===== config.mk =====
export PLATFORM = sky130hd
export DESIGN_NAME = bcd_sched
export DESIGN_NICKNAME = d
export VERILOG_FILES = /design/src/rtl/bcd_sched.sv
export SDC_FILE = /design/constraint.sdc
export NUM_CORES = 1
export LEC_CHECK = 0
export CAP_MARGIN = 10
export CORE_MARGIN = 2
export CORE_UTILIZATION = 50
export CTS_BUF_LIST = sky130_fd_sc_hd__clkbuf_8
export DETAILED_ROUTE_END_ITERATION = 8
export GPL_TIMING_DRIVEN = 0
export PLACE_DENSITY_LB_ADDON = 0.25
export SYNTH_ARGS = -nofsm -noshare
export SYNTH_HDL_FRONTEND = slang
export SYNTH_SLANG_ARGS = --single-unit

===== constraint.sdc =====
create_clock -name clk -period 5.12 [get_ports clk]
set_input_delay 1.024 -clock clk [delete_from_list [all_inputs] [get_ports clk]]
set_output_delay 1.024 -clock clk [all_outputs]
set_load 0.05 [all_outputs]

===== src/rtl/bcd_sched.sv =====
// bcd_sched: round-robin scheduler that shares one combinational binary-to-BCD
// converter among N_REQ requesters. Two-stage pipeline (S1 capture, S2
// response register) with valid/ready flow control on both sides.

// bcd: combinational 8-bit binary to 3-digit BCD (shift-and-add-3).
module bcd (
  input  logic [7:0] bin,
  output logic [9:0] dec
);

  logic [17:0] sh;

  // Double-dabble: correct each BCD digit before every left shift.
  always_comb begin
    // NOTE: every always_comb target gets a value before any branch, so no latch is inferred.
    sh = {10'd0, bin};
    for (int i = 0; i < 8; i++) begin
      if (sh[11:8] >= 4'd5)  sh[11:8]  = sh[11:8]  + 4'd3;
      if (sh[15:12] >= 4'd5) sh[15:12] = sh[15:12] + 4'd3;
      sh = sh << 1;
    end
    dec = sh[17:8];
  end

endmodule

module bcd_sched #(
  parameter int N_REQ = 4,
  parameter int ID_W  = 2
) (
  input  logic                 clk,
  input  logic                 rst,
  input  logic [N_REQ-1:0]     req_valid,
  input  logic [8*N_REQ-1:0]   req_data,
  output logic [N_REQ-1:0]     req_ready,
  output logic                 rsp_valid,
  input  logic                 rsp_ready,
  output logic [ID_W-1:0]      rsp_id,
  output logic [7:0]           rsp_bin,
  output logic [9:0]           rsp_bcd,
  output logic [15:0]          conv_cnt
);

  // Round-robin pointer and stage-1 register.
  logic [ID_W-1:0] ptr;
  logic            s1_v;
  logic [7:0]      s1_bin;
  logic [ID_W-1:0] s1_id;

  // Arbitration results.
  logic            found;
  logic [ID_W-1:0] grant_id;
  logic [7:0]      grant_data;
  logic [ID_W-1:0] next_ptr;
  logic [ID_W:0]   sum;
  logic [ID_W-1:0] idx;

  logic s2_free;
  logic s1_free;
  logic req_fire;
  logic [9:0] conv_bcd;

  // S2 can take new data when empty or being drained; S1 likewise behind S2.
  assign s2_free  = !rsp_valid || rsp_ready;
  assign s1_free  = !s1_v || s2_free;
  assign req_fire = |req_ready;

  // Search from ptr upward (modulo N_REQ) for the first valid requester.
  // The extra sum bit keeps ptr+k from aliasing when N_REQ is not a power of two.
  always_comb begin
    found      = 1'b0;
    grant_id   = '0;
    grant_data = '0;
    sum        = '0;
    idx        = '0;
    for (int k = 0; k < N_REQ; k++) begin
      sum = {1'b0, ptr} + (ID_W+1)'(k);
      if (sum >= (ID_W+1)'(N_REQ)) sum = sum - (ID_W+1)'(N_REQ);
      idx = sum[ID_W-1:0];
      if (!found && req_valid[idx]) begin
        found      = 1'b1;
        grant_id   = idx;
        grant_data = req_data[{idx, 3'b000} +: 8];
      end
    end
  end

  // One-hot ready to the winner only when S1 can accept and not in reset.
  always_comb begin
    req_ready = '0;
    if (found && s1_free && !rst) req_ready[grant_id] = 1'b1;
  end

  // Pointer moves just past the winner, wrapping at N_REQ.
  assign next_ptr = (grant_id == ID_W'(N_REQ - 1)) ? '0 : grant_id + ID_W'(1);

  // Arbiter pointer and stage-1 capture.
  always_ff @(posedge clk or posedge rst) begin
    // NOTE: sequential state uses non-blocking assignments so every register samples pre-edge values.
    if (rst) begin
      ptr    <= '0;
      s1_v   <= 1'b0;
      s1_bin <= '0;
      s1_id  <= '0;
    end else if (req_fire) begin
      ptr    <= next_ptr;
      s1_v   <= 1'b1;
      s1_bin <= grant_data;
      s1_id  <= grant_id;
    end else if (s1_free) begin
      s1_v   <= 1'b0;
    end
  end

  bcd u_bcd (
    .bin (s1_bin),
    .dec (conv_bcd)
  );

  // Stage-2 response register; holds steady while the consumer stalls.
  always_ff @(posedge clk or posedge rst) begin
    if (rst) begin
      rsp_valid <= 1'b0;
      rsp_bin   <= '0;
      rsp_bcd   <= '0;
      rsp_id    <= '0;
    end else if (s2_free) begin
      rsp_valid <= s1_v;
      rsp_bin   <= s1_bin;
      rsp_bcd   <= conv_bcd;
      rsp_id    <= s1_id;
    end
  end

  // Count completed response handshakes; wraps naturally at 16 bits.
  always_ff @(posedge clk or posedge rst) begin
    if (rst)                         conv_cnt <= '0;
    else if (rsp_valid && rsp_ready) conv_cnt <= conv_cnt + 16'd1;
  end

endmodule


Yosys cells after proc, flatten, opt, wreduce, memory -nomap -nowiden
Cells that the tools add are included.
Operators by class
  add/subtract/negate cells: 22
  bitwise gates (word level): 0
  div/mod/pow operators: 0
  $lt $le $gt $ge: 23
  muxes and demuxes: 43
  shift operators: 4
  equality and inequality tests: 1
  reductions and logical operators: 17
  $mul: 0
Operators by type and width (number)
  $shiftx 32x6->8: 4
  $ge 4x3->1 const B: 11
  $mux 4: 9
  $add 4x2->4 const B: 8
  $mux 8: 4
  $mux 2: 9
  $add 16x1->16 const B: 1
  $lt 2x3->1 const B: 5
  $mux 3: 5
  $mux 1: 11
  $add 3x2->3 const B: 3
  $ge 3x3->1 const B: 3
  $bmux 1 s2: 4
  $sub 2x1->2 const B: 4
  $logic_and 1x1->1: 7
  $add 2x2->3 const B: 2
  $logic_not 1->1: 6
  $reduce_or 4->1: 1
  $add 1x2->3 const AB: 1
  $add 1x2->3 const B: 1
  $add 2x1->3 const B: 1
  $ge 1x3->1 const AB: 1
  $ge 1x3->1 const B: 1
  $ge 2x3->1 const B: 1
  6 further kinds: 7
Storage, ports and cells
  RAM bits: 0
  ROM bits: 0
  memories: 0
  bits in latches: 0
  register bits after elaboration: 50

Logic depth before layout (Yosys ltp)
  depth after elaboration: 21
  depth in mapped cells: 25
  depth with buffers taken out: 22

Cells and area by module
From an unflattened synthesis, not the netlist that was laid out.
Second synthesis, totals
  cells, all modules: 420
  area, all modules: 4191.5 um^2
By module, submodules not included
  bcd_sched: times used 1, cells an instance 285, area an instance 3268.1 um^2
  bcd: times used 1, cells an instance 135, area an instance 923.4 um^2

Worst setup path before layout
Ideal clock, no wire load.
  path type: reg2reg
  start point: register s1_bin[5]
  end point: register rsp_bcd[3]
  setup slack: 0.453 ns
  stages on the path, launching flop included: 26
  data arrival time: 4.540 ns
  buffers on the path: 5
  data required time: 4.992 ns
  clock period less this slack: 4.667 ns
  path through: dfrtp_1 buf_2 inv_1 ha_1 inv_1 ha_1 a21o_1 buf_6 xnor2_1 ha_1 buf_2 and2b_1 or4_4 o2111ai_2 ha_1 nor2b_1 nand2b_1 o32ai_1 nor3_2 or2_1 buf_6 and2_4 buf_6 a22o_1 a31oi_1 a21oi_1
On the way
  word-level cells in the longest chain between the ends: 10
  elaborated cells between the ends (all ways): 15
  classes of those cells: 5 x add/sub; 5 x order compare; 5 x mux
RTL lines
  from (decl): line 47  | logic [7:0] s1_bin;
  from (signal assigned): line 108  | s1_bin <= grant_data;
  $add 4x2->4 / $ge 4x3->1 (equally long branches): line 18  | if (sh[11:8] >= 4'd5) sh[11:8] = sh[11:8] + 4'd3;
  $mux 4 *: line 18
  $add 4x2->4 / $ge 4x3->1 (equally long branches): line 18
  $mux 4 *: line 18
  $add 4x2->4 / $ge 4x3->1 (equally long branches): line 18
  $mux 4 *: line 18
  $ge 4x3->1 / $add 4x2->4 (equally long branches): line 18
  $mux 4 *: line 18
  $add 4x2->4 / $ge 4x3->1 (equally long branches): line 18
  $mux 4 *: line 18
  to (signal assigned): line 130  | rsp_bcd <= conv_bcd;
  to (decl): line 40  | output logic [9:0] rsp_bcd,
Every way passes the cells marked *; elsewhere a longest branch is shown, timed or not.
A chain may end at the register's enable or synchronous reset.

Worst setup path in the final report
Ends and elaborated chain as after synthesis.

==> flow_metrics.py <==
metrics = {
    "yosys": {
        "syn_area_sq_um": 3897,
        "seq_area_frac_synth_pct": 31.46,
        "synth_top_cell_by_area": "dfrtp_1",
        "syn_inst": 436,
        "synth.avg_cell_area_sq_um": 8.939,
        "synthArstFlopShare_pct": 100.0,
        "synthFlopType": "dfrtp_1",
        "yosys_warnings": 0,
        "synth-edff-count": 0,
        "syn_nets": 489,
        "synth_top_area_share_pct": 31.46,
        "ys_ff_latch": 49,
        "synth.area.top_cells": "dfrtp_1, mux2_2, nand2_1",
        "yosysUniqueCellTypes": 68,
    },
    "sta": {
        "hold_viol": 0,
        "skew_ps": 11.13,
        "fin_crit_sh_pct": 95.94,
        "finalSetupViolations": 0,
        "period_needed_ps": 4912,
        "relSlewSlack_pct": 28.48,
        "whs_ps": 474.2,
        "worst_pin_slew_ps": 1063,
        "tns_ps": 0,
        "final-max-slew-violation-count": 0,
        "max_clock_freq_mhz": 203.6,
    },
    "clock_tree": {
        "clock_tree.buffer_depth": 2,
        "cts_sinks": 49,
        "clock_latency_ps": 310,
        "cts_tree": "done",
        "path_clk_slew_ps": 90,
        "h-tree-depth": 2,
        "cts_root_buf": "clkbuf_8",
        "cts-buffers-inserted": 5,
        "hold_buffers": 0,
    },
    "floorplanning": {
        "die-area_sq_um": 8517,
        "num_rows": 32,
        "ios": 80,
        "core_sq_um": 7647,
        "initial_core_util_pct": 50.97,
        "die_w_um": 92.29,
        "die_h_um": 92.29,
    },
    "routing": {
        "vias": 3701,
        "firstDrtPassIters": 5,
        "postRouteAntennaNets": 0,
        "wirelength_mm": 9.417,
        "vias_per_cell": 5.884,
        "top_layer": "met4",
        "routed-wl-met3_um": 504,
        "detailroute.wirelength.met2_mm": 4.706,
        "drc": 0,
        "drt_iter0_markers": 205,
        "wl_per_cell_um": 14.97,
        "wl_met1_mm": 4.038,
    },
    "job": {
        "drv_cap": 0,
    },
    "finish": {
        "final_nets": 579,
        "drive_gt1_share_pct": 16.32,
        "layout.cells.non_filler": 629,
        "utilization_pct": 65.48,
        "syn2layout_area_growth_pct": 28.48,
        "insertedDiodeCount": 0,
    },
    "setup_path": {
        "crit_type": "reg2reg",
        "cp-end-kind": "register",
        "r2r_cells": 26,
        "crit_required_ps": 5320,
        "worstPathArrival_ps": 5110,
        "start_kind": "register",
        "rrSetupSlack_ps": 210,
        "crit_fanout": 9,
    },
    "placed_design": {
        "portBuffers": 77,
        "dp_hpwl_mm": 7.310,
        "placed_cells": 616,
        "gp_congestion": 0.8544,
    },
    "run_status": {
        "status": "finished clean",
    },
    "global_routing": {
        "antenna_found_initial": 0,
        "grt_usage_pct": 21.69,
        "grt_max_degree": 31,
        "grt-ovfl-total": 0,
        "grt_pass1_vias": 3380,
        "grt_pass1_wl_mm": 15.41,
    },
    "worst_hold_path": {
        "hold_class": "reg2reg",
        "hold_depth": 2,
    },
}
-- synthesized netlist by cell type (3+ instances only) --
cell type  count
a22oi_1       12
o31ai_1       11
xor2_1         6
o22a_1         3
dfrtp_1       49
a211oi_1       5
o21ai_0       13
a31oi_1        6
and2_1         5
mux2i_1        4
a221o_1        9
a221oi_1      18
and3_1         4
nor3_1         5
clkbuf_1      19
a21o_1         3
nand2b_1       7
inv_1         13
a21oi_1        9
buf_6          3
nor2b_1        8
xnor2_1       14
ha_1          14
nand4_1        5
nor2_1        30
nand3_1       10
nand2_1       63
mux2_2        35
-- state kept, by name, indices dropped and copies added (netlist names) --
| name | flops |
|---|---|
| ptr | 2 |
| rsp_valid | 1 |
| rsp_id | 2 |
| s1_v | 1 |
| rsp_bcd | 9 |
| rsp_bin | 8 |
| s1_id | 2 |
| conv_cnt | 16 |
| s1_bin | 8 |
-- cell usage in the layout (no fill, tap or decap), types with 9 or more instances in the layout --
master           netlist  routed
nand2_1               63      63
inv_1                 13      12
nand3_1               10      10
o31ai_1               11      11
ha_1                  14      10
dfrtp_1               49      49
clkbuf_1              19      19
a22oi_1               12      12
nor2_1                30      29
a221o_1                9       9
a21oi_1                9       9
clkdlybuf4s50_1        0      77
mux2_2                35      35
a221oi_1              18      18
xnor2_1               14      13
o21ai_0               13      13
-- stage by stage --
step,instance area [sq um],worst slack (ps)
5_1_grt,5007,-28.41
6_report,5007,208.1
4_1_cts,4915,55.80
3_3_place_gp,4796,45.95
3_5_place_dp,4816,-39.27
2_1_floorplan,3897,452.6
-- critical path, stage by stage (launching register included) --
cell       delay [ps]
dfrtp_1           380
clkbuf_4          200
inv_2             100
ha_1              140
inv_1              40
ha_2              200
a21o_1            170
buf_6             140
xnor2_2           150
ha_1              180
buf_2             180
and2b_2           250
or4_4             430
o2111ai_4         140
ha_2              230
nor2b_2            50
a222oi_1          310
buf_4             170
o32a_1            180
a21oi_2            80
or2_1             230
buf_6             130
and2_4            150
buf_6             120
a22o_1            210
a31oi_1           160
a21oi_1            80
-- cells by family (layout without fill, tap and decap cells) --
| logic type | Yosys count | in the layout | synth area share [%] |
|---|---|---|---|
| mux | 42 | 42 | 12.68 |
| buf+inv | 41 | 132 | 4.687 |
| flops | 49 | 49 | 31.46 |
| compound gates | 114 | 114 | 23.05 |
| xor+xnor | 20 | 20 | 4.494 |
| simple gates | 156 | 156 | 19.13 |
| fa+ha+maj | 14 | 14 | 4.494 |
-- final cells by class --
class	instances	area, sq um
Clock inverter	3	17.52
Inverter	14	52.55
Tap cell	102	127.6
Buffer	27	132.6
Multi-Input combinational cell	346	2554
Timing Repair Buffer	83	828.3
Sequential cell	49	1226
Fill cell	644	2640
Clock buffer	5	68.82
-- routing by layer --
layer	GRT usage, %	vias up
li1	-	1802
met1	27.72	1736
met2	38.24	145
met3	2.522	18
met4	7.214	0
met5	0	-
-- path summary, 6_finish.rpt --
path | start | endpoint
min in group asynchronous | rst | ptr[1]
max in group asynchronous | rst | rsp_bin[6]
setup / recovery | s1_bin[5] | rsp_bcd[3]
setup reg to reg | s1_bin[5] | rsp_bcd[3]
hold / removal | rsp_bcd[5] | rsp_bcd[5]
hold reg to reg | rsp_bcd[5] | rsp_bcd[5]
-- repair_timing --
action                                  4_1_cts  5_1_grt
resized for setup                             3       12
setup buffers                                 0        5
endpoints found under the setup margin        3        8
pin swaps                                     1        3
Power is left out: the tool's default activity adds up to more than one toggle a clock period on the data nets, which glitch-free logic cannot reach.
